**src/rtl/fetch_controller.sv**
```systemverilog
// Instruction-fetch sequencer: PC/IF-ID enables, branch redirect, hazard hold and memory wait tracking.
// Optional FETCH_STALL_COUNT_EN adds a saturating stallCount output.
module fetch_controller #(
  parameter int FLUSH_CYCLES = 1,
  parameter int MAX_WAIT     = 15,
  parameter int CNT_WIDTH    = 4
) (
  input  logic        clk,
  input  logic        rst,
  input  logic        brTaken,
  input  logic        hazardDetected,
  input  logic        memReady,
  output logic        memReq,
  output logic        pcWriteEn,
  output logic        pcSel,
  output logic        ifIdWriteEn,
  output logic        ifIdFlush,
`ifdef FETCH_STALL_COUNT_EN
  output logic [31:0] stallCount,
`endif
  output logic        fetchTimeout
);

  // state    | meaning
  // IDLE     | one-cycle bubble after reset, all outputs low
  // FETCH    | request outstanding, advance PC on memReady
  // HOLD     | load-use hazard, fetch paused at current PC
  // REDIRECT | IF/ID held flushed after a taken branch
  typedef enum logic [1:0] {IDLE, FETCH, HOLD, REDIRECT} state_t;

  localparam logic [CNT_WIDTH-1:0] CNT_ONE    = CNT_WIDTH'(1);
  localparam logic [CNT_WIDTH-1:0] WAIT_MAX   = CNT_WIDTH'(MAX_WAIT);
  localparam logic [CNT_WIDTH-1:0] WAIT_LAST  = CNT_WIDTH'(MAX_WAIT - 1);
  localparam logic [CNT_WIDTH-1:0] FLUSH_LAST = CNT_WIDTH'(FLUSH_CYCLES - 1);

  state_t                 state_q, state_d;
  logic [CNT_WIDTH-1:0]   wait_q, wait_d;
  logic [CNT_WIDTH-1:0]   flush_q, flush_d;
  logic                   timeout_q, timeout_d;

  always_ff @(posedge clk or posedge rst) begin
    if (rst) begin
      state_q   <= IDLE;
      wait_q    <= '0;
      flush_q   <= '0;
      timeout_q <= 1'b0;
    end else begin
      state_q   <= state_d;
      wait_q    <= wait_d;
      flush_q   <= flush_d;
      timeout_q <= timeout_d;
    end
  end

  always_comb begin
    state_d     = state_q;
    wait_d      = wait_q;
    flush_d     = flush_q;
    timeout_d   = timeout_q;
    memReq      = 1'b0;
    pcWriteEn   = 1'b0;
    pcSel       = 1'b0;
    ifIdWriteEn = 1'b0;
    ifIdFlush   = 1'b0;

    case (state_q)
      IDLE: state_d = FETCH;

      FETCH: begin
        memReq = 1'b1;
        if (brTaken) begin
          pcSel     = 1'b1;
          pcWriteEn = 1'b1;
          ifIdFlush = 1'b1;
          wait_d    = '0;
          flush_d   = '0;
          state_d   = REDIRECT;
        end else if (hazardDetected) begin
          state_d = HOLD;
        end else if (memReady) begin
          pcWriteEn   = 1'b1;
          ifIdWriteEn = 1'b1;
          wait_d      = '0;
        end else begin
          // Counter saturates at MAX_WAIT; the flag is set on the edge that reaches it.
          if (wait_q < WAIT_MAX) wait_d = wait_q + CNT_ONE;
          if (wait_q >= WAIT_LAST) timeout_d = 1'b1;
        end
      end

      HOLD: begin
        if (brTaken) begin
          pcSel     = 1'b1;
          pcWriteEn = 1'b1;
          ifIdFlush = 1'b1;
          wait_d    = '0;
          flush_d   = '0;
          state_d   = REDIRECT;
        end else if (!hazardDetected) begin
          wait_d  = '0;
          state_d = FETCH;
        end
      end

      REDIRECT: begin
        ifIdFlush = 1'b1;
        if (flush_q >= FLUSH_LAST) begin
          flush_d = '0;
          state_d = FETCH;
        end else begin
          flush_d = flush_q + CNT_ONE;
        end
      end

      default: state_d = IDLE;
    endcase
  end

  assign fetchTimeout = timeout_q;

`ifdef FETCH_STALL_COUNT_EN
  logic [31:0] stall_q;
  logic        stall_cycle;

  assign stall_cycle = (state_q == HOLD) || (state_q == REDIRECT) ||
                       ((state_q == FETCH) && !memReady);

  always_ff @(posedge clk or posedge rst) begin
    if (rst) begin
      stall_q <= '0;
    end else if (stall_cycle && (stall_q != 32'hFFFF_FFFF)) begin
      stall_q <= stall_q + 32'd1;
    end
  end

  assign stallCount = stall_q;
`endif

endmodule

```
**config.mk**
```make
export PLATFORM = sky130hd
export DESIGN_NAME = fetch_controller
export DESIGN_NICKNAME = d
export VERILOG_FILES = /design/src/rtl/fetch_controller.sv
export SDC_FILE = /design/constraint.sdc
export NUM_CORES = 1
export LEC_CHECK = 0
export CAP_MARGIN = 5
export CELL_PAD_IN_SITES_DETAIL_PLACEMENT = 0
export CELL_PAD_IN_SITES_GLOBAL_PLACEMENT = 2
export CORE_MARGIN = 5
export CORE_UTILIZATION = 31
export CTS_CLUSTER_DIAMETER = 40
export DETAILED_ROUTE_END_ITERATION = 10
export PLACE_DENSITY = 0.82
export SKIP_LAST_GASP = 1
export SYNTH_ARGS = -nofsm -noshare
export SYNTH_HDL_FRONTEND = slang
export SYNTH_SLANG_ARGS = --single-unit
```
**constraint.sdc**
```tcl
create_clock -name clk -period 5.3 [get_ports clk]
set_clock_uncertainty 0.15 [all_clocks]
set_input_delay 0.795 -clock clk [delete_from_list [all_inputs] [get_ports clk]]
set_output_delay 0.795 -clock clk [all_outputs]
set_load 0.01 [all_outputs]
```
-- Word-level counts from Yosys, hierarchy flattened
Cells that the tools add are included.
- flip-flop bits (word level): 11
- latch bits: 0
- bits in writable memories: 0
- memory bits (read-only): 0
- output and inout bits: 6
- word-level logic and storage cells: 55
- memories kept: 0
- add/subtract/negate cells: 2
- $mul: 0
- div/mod/pow operators: 0
- $lt $le $gt $ge: 3
- equality and inequality tests: 9
- shifts and indexed selects: 0
- multiplexer cells: 26
- bitwise logic cells: 3
- reduce and logical (&&, ||, !) cells: 8
- operators by type and width (operator ; number):
    $mux 4 ; 8
    $pmux 4 s2 ; 2
    $mux 2 ; 5
    $ne 3x3->1 const B ; 3
    $add 4x1->4 const B ; 2
    $mux 1 ; 8
    $pmux 2 s4 ; 1
    $reduce_and 5->1 ; 1
    $eq 2x2->1 const B ; 2
    $ge 4x1->1 const B ; 1
    $ge 4x4->1 const B ; 1
    $lt 4x4->1 const B ; 1
    $ne 4x4->1 const B ; 1
    $pmux 1 s2 ; 2
    $reduce_and 4->1 ; 1
    $reduce_bool 2->1 ; 2
    $not 1->1 ; 3
    $reduce_and 3->1 ; 1
    $eq 2x1->1 const B ; 1
    $logic_not 2->1 ; 1
    $ne 2x1->1 const B ; 1
    $ne 2x2->1 const B ; 1
    $reduce_and 2->1 ; 1
    $reduce_or 2->1 ; 1

-- Logic depth before layout (Yosys ltp)
- depth in word-level cells: 6
- gate-level depth with buffers: 6
- mapped depth without buffers: 6

-- Worst setup path before layout
Ideal clock, no wire load.
- path kind: input-to-output
- from: input memReady
- to: output pcWriteEn
- arrival time: 1.285 ns
- required time: 4.355 ns
- path slack: 3.070 ns
- stages on the path: 3
- path buffers: 0
- cell sequence: nor2b_1 o21ai_0 a21boi_0
- word-level cells in the longest chain between the ends: 4
- ends and longest elaborated chain (what ; line ; RTL):
    start, declared ; 12 ; input logic memReady,
    $mux 1 ; 80 ; end else if (memReady) begin
    $mux 1 ; 78 ; end else if (hazardDetected) begin
    $mux 1 ; 71 ; if (brTaken) begin
    $pmux 1 s2 ; 66 ; case (state_q)
    end, declared ; 14 ; output logic pcWriteEn,
Every way passes these cells.

-- Worst setup path after layout
- from: input hazardDetected
- to: output pcWriteEn
- word-level cells in the longest chain between the ends: 3
- ends and longest elaborated chain (what ; line ; RTL):
    start, declared ; 11 ; input logic hazardDetected,
    $mux 1 ; 78 ;
    $mux 1 ; 71 ;
    $pmux 1 s2 ; 66 ;
Every way passes these cells.

==> key figures <==
Clock network
  – TritonCTS Sinks: 7
  – Cts bufs inserted: 3
  – TritonCTS clock tree: built
  – H-tree levels: 1
  – Setup Fix Bufs, Post-CTS: 0
  – Clock-pin transition on the worst setup and hold timing paths: around 50 ps
  – CTS resizes: 0
  – CTS Hold Bufs: 0
  – CTS root buf: clkbuf_4
  – Clock Path Buffers: 2
  – Skew-Pair Late Insertion Delay: 250 ps

Worst setup path
  – Crit. End Element: primary output
  – Crit-path max FO: 6
  – Buf/Inv on CP: 2
  – Worst path slowest cell: clkdlybuf4s50_1
  – Max stage delay on crit path: approximately 560 ps
  – CP Data Required Time: 4360 ps
  – Setup CP Type: input pin to primary output
  – Cell Chain, Critical Path: clkdlybuf4s50_1 > nor2b_1 > o21ai_0 > a21boi_0 > clkdlybuf4s50_1
  – Worst Setup Start Kind: input pin
  – Most frequent CP cell: clkdlybuf4s50_1
  – CP delay by family, top: buffers and inverters
  – Worst path arrival time: 2290 ps

Timing
  – Pin slew with the least headroom to its limit: 343 ps
  – Fin crit share: 0.610
  – Final hold slack: 326 ps
  – RSZ-0062 raised after global routing: false
  – Max-slew violations: 0
  – Final min period: around 3200 ps
  – Endpoints failing setup: 0
  – Setup TNS: 0 ps
  – Slew margin rel.: 0.770
  – Max Clk Rate: 0.309 GHz
  – Final hold violation count: 0

Floorplan
  – DIE AREA: about 0.0026 mm2
  – Die Width: about 51 um
  – Initial core utilization: 0.336
  – Rows: 14
  – Core Region: between 0.0015 and 0.002 mm2
  – IO Pins: 11
  – Die height: slightly above 50 um

Drt
  – Detailed Route WL: 1050 um
  – Vias per cell: slightly below 5
  – Post-DRT Antenna Nets: 0
  – Total via count in the routed design: 425
  – Drt pass-1 iters: 2
  – DR iter-0 viols: 9
  – DR WL/cell: 12.2 um
  – Drt drc: 0

GRT
  – Initial antenna violation count: 0
  – Pin count of the biggest net entering global routing: 9
  – GRT overflow: 0
  – Tot GR Track Use: 0.0974
  – Number of global-route vias before repair: roughly 430
  – First-pass GRT wire length: roughly 1900 um

Yosys
  – Yosys Warn Count: 0
  – EDFF count, synth: 0
  – Post-synthesis compound-gate area fraction: 0.193
  – Post-synthesis adder-cell area fraction: 0.143
  – Top_reg_cell synth: dfrtp_1
  – Area leader, netlist: dfrtp_1
  – Distinct cell type count after synthesis: 25
  – Share of async-settable or async-resettable flops after synthesis: 1.00
  – Syn Inst Count: 56
  – Cell area after synthesis: 524 um2
  – Most common cell in the netlist: nor2_1
  – Syn Area/Cell: 9.36 um2
  – Xor-xnor portion of the synthesized cell area: 0
  – Syn_nets: 67
  – Largest family of logic cells by synthesized area: simple AND/OR/NAND/NOR gates
  – Synth cell count leaders: nor2_1 (8), dfrtp_1 (7), ha_1 (6), inv_1 (6)
  – Register area share after synthesis: 0.334
  – Yosys reg bits: 7
  – Post-synthesis mux area share: 0.0430
  – Ranking of synthesized cells by area: dfrtp_1 (33%), ha_1 (14%), nor2_1 (5.7%)
  – Simple-Gate Fraction of Synth Area: 0.243
  – Yosys top cell area share: 0.334

Power
  – Peak VDD IR: ~180 uV
  – Pleak: between 0.3 and 0.4 nW
  – Pwr/cell area: 409 mW/mm2
  – Pwr Total: about 0.00027 W

Run status
  – Status: complete, no violations

Cells and area
  – Fin util: 0.430
  – Final nets: 82
  – Share of cells above drive strength 1: 0.171
  – Layout Area Growth over Synthesis: 27.9%
  – Ant. Diodes: 0
  – Final instance area: ~670 um2

Hold path
  – HP Class: flop to flop

Placement
  – Buffers on Ports: 10
  – Hpwl dp: between 800 and 900 um
  – Routability-driven placement congestion ratio: 0.700
  – Cell Area, Placed: approximately 640 um2

Job
  – MaxCap Viol Count: 0
## flip-flops by register name, summed over array words and instances (netlist names)
signal	cells
state_q	2
fetchTimeout	1
wait_q	4
## metal layers
metal | wire, um | vias up | part of all wire | track usage
li1 | - | 222 | - | -
met1 | 497 | 194 | 0.47 | 0.116
met2 | 493 | 7 | 0.47 | 0.150
met3 | 51 | 2 | 0.049 | 0.0552
met4 | 8 | 0 | 0.0076 | 0.0269
met5 | 0 | - | 0 | 0
## power breakdown
group / internal, W / switching, W / leakage, nW
clock: 0.0000287 / 0.0000192 / 0.0150
combinational: 0.0000767 / 0.0000726 / 0.205
sequential: 0.0000647 / 0.0000125 / 0.0853
total: 0.000170 / 0.000104 / 0.306
## worst paths after layout
path                            cells past startpoint                        to                startpoint  slack [ps]
worst max-delay path                                5                 pcWriteEn            hazardDetected        2070
worst min-delay path                                2  fetchTimeout$_DFFE_PP0P_  fetchTimeout$_DFFE_PP0P_         330
worst max register to register                      6     wait_q[1]$_DFFE_PP0P_    state_q[0]$_DFFE_PP0P_        3310
worst min register to register                      2  fetchTimeout$_DFFE_PP0P_  fetchTimeout$_DFFE_PP0P_         330
max in group asynchronous                           2     wait_q[0]$_DFFE_PP0P_                       rst        4160
min in group asynchronous                           2  fetchTimeout$_DFFE_PP0P_                       rst         630
## area by class of cell
cell class / instances / area, um2
multi-input combinational: 43 / 327
inverter: 6 / 22.5
tap: 16 / 20.0
timing repair buffer: 10 / 100
fill: 164 / 888
clock buffer: 4 / 26.3
sequential: 7 / 175
## tightest hold or removal path, delay by kind of cell (launching register included)
kind / cells / cell delay, ps
compound gates: 1 / 50
flops: 1 / 350
buf+inv: 1 / 40
## cell families after synthesis
logic type / after synthesis
AO/OA/AOI/OAI: 13
adder cells (fa/ha/maj): 6
buffers and inverters: 6
flip-flops: 7
multiplexers: 2
AND/OR/NAND/NOR: 22
## cells in the final DEF, fill, tap and decap left out, types with 2 or more instances in the layout
cell             netlist  layout
clkbuf_4               0       3
o21ai_0                2       2
nor2b_1                3       3
dfrtp_1                7       7
mux2_2                 2       2
clkdlybuf4s50_1        0      10
a21oi_1                2       2
o31ai_1                2       2
inv_1                  6       6
nand3_1                3       3
ha_1                   6       6
nor2_1                 8       8
## stage by stage
step / setup WS, ps / instances
after global placement: 2030 / 82
after CTS: 2030 / 86
after floorplan: 3070 / 56
final: 2070 / 86
after global routing: 1950 / 86
after detailed placement: 2050 / 82
(Power assumes the default switching activity.)
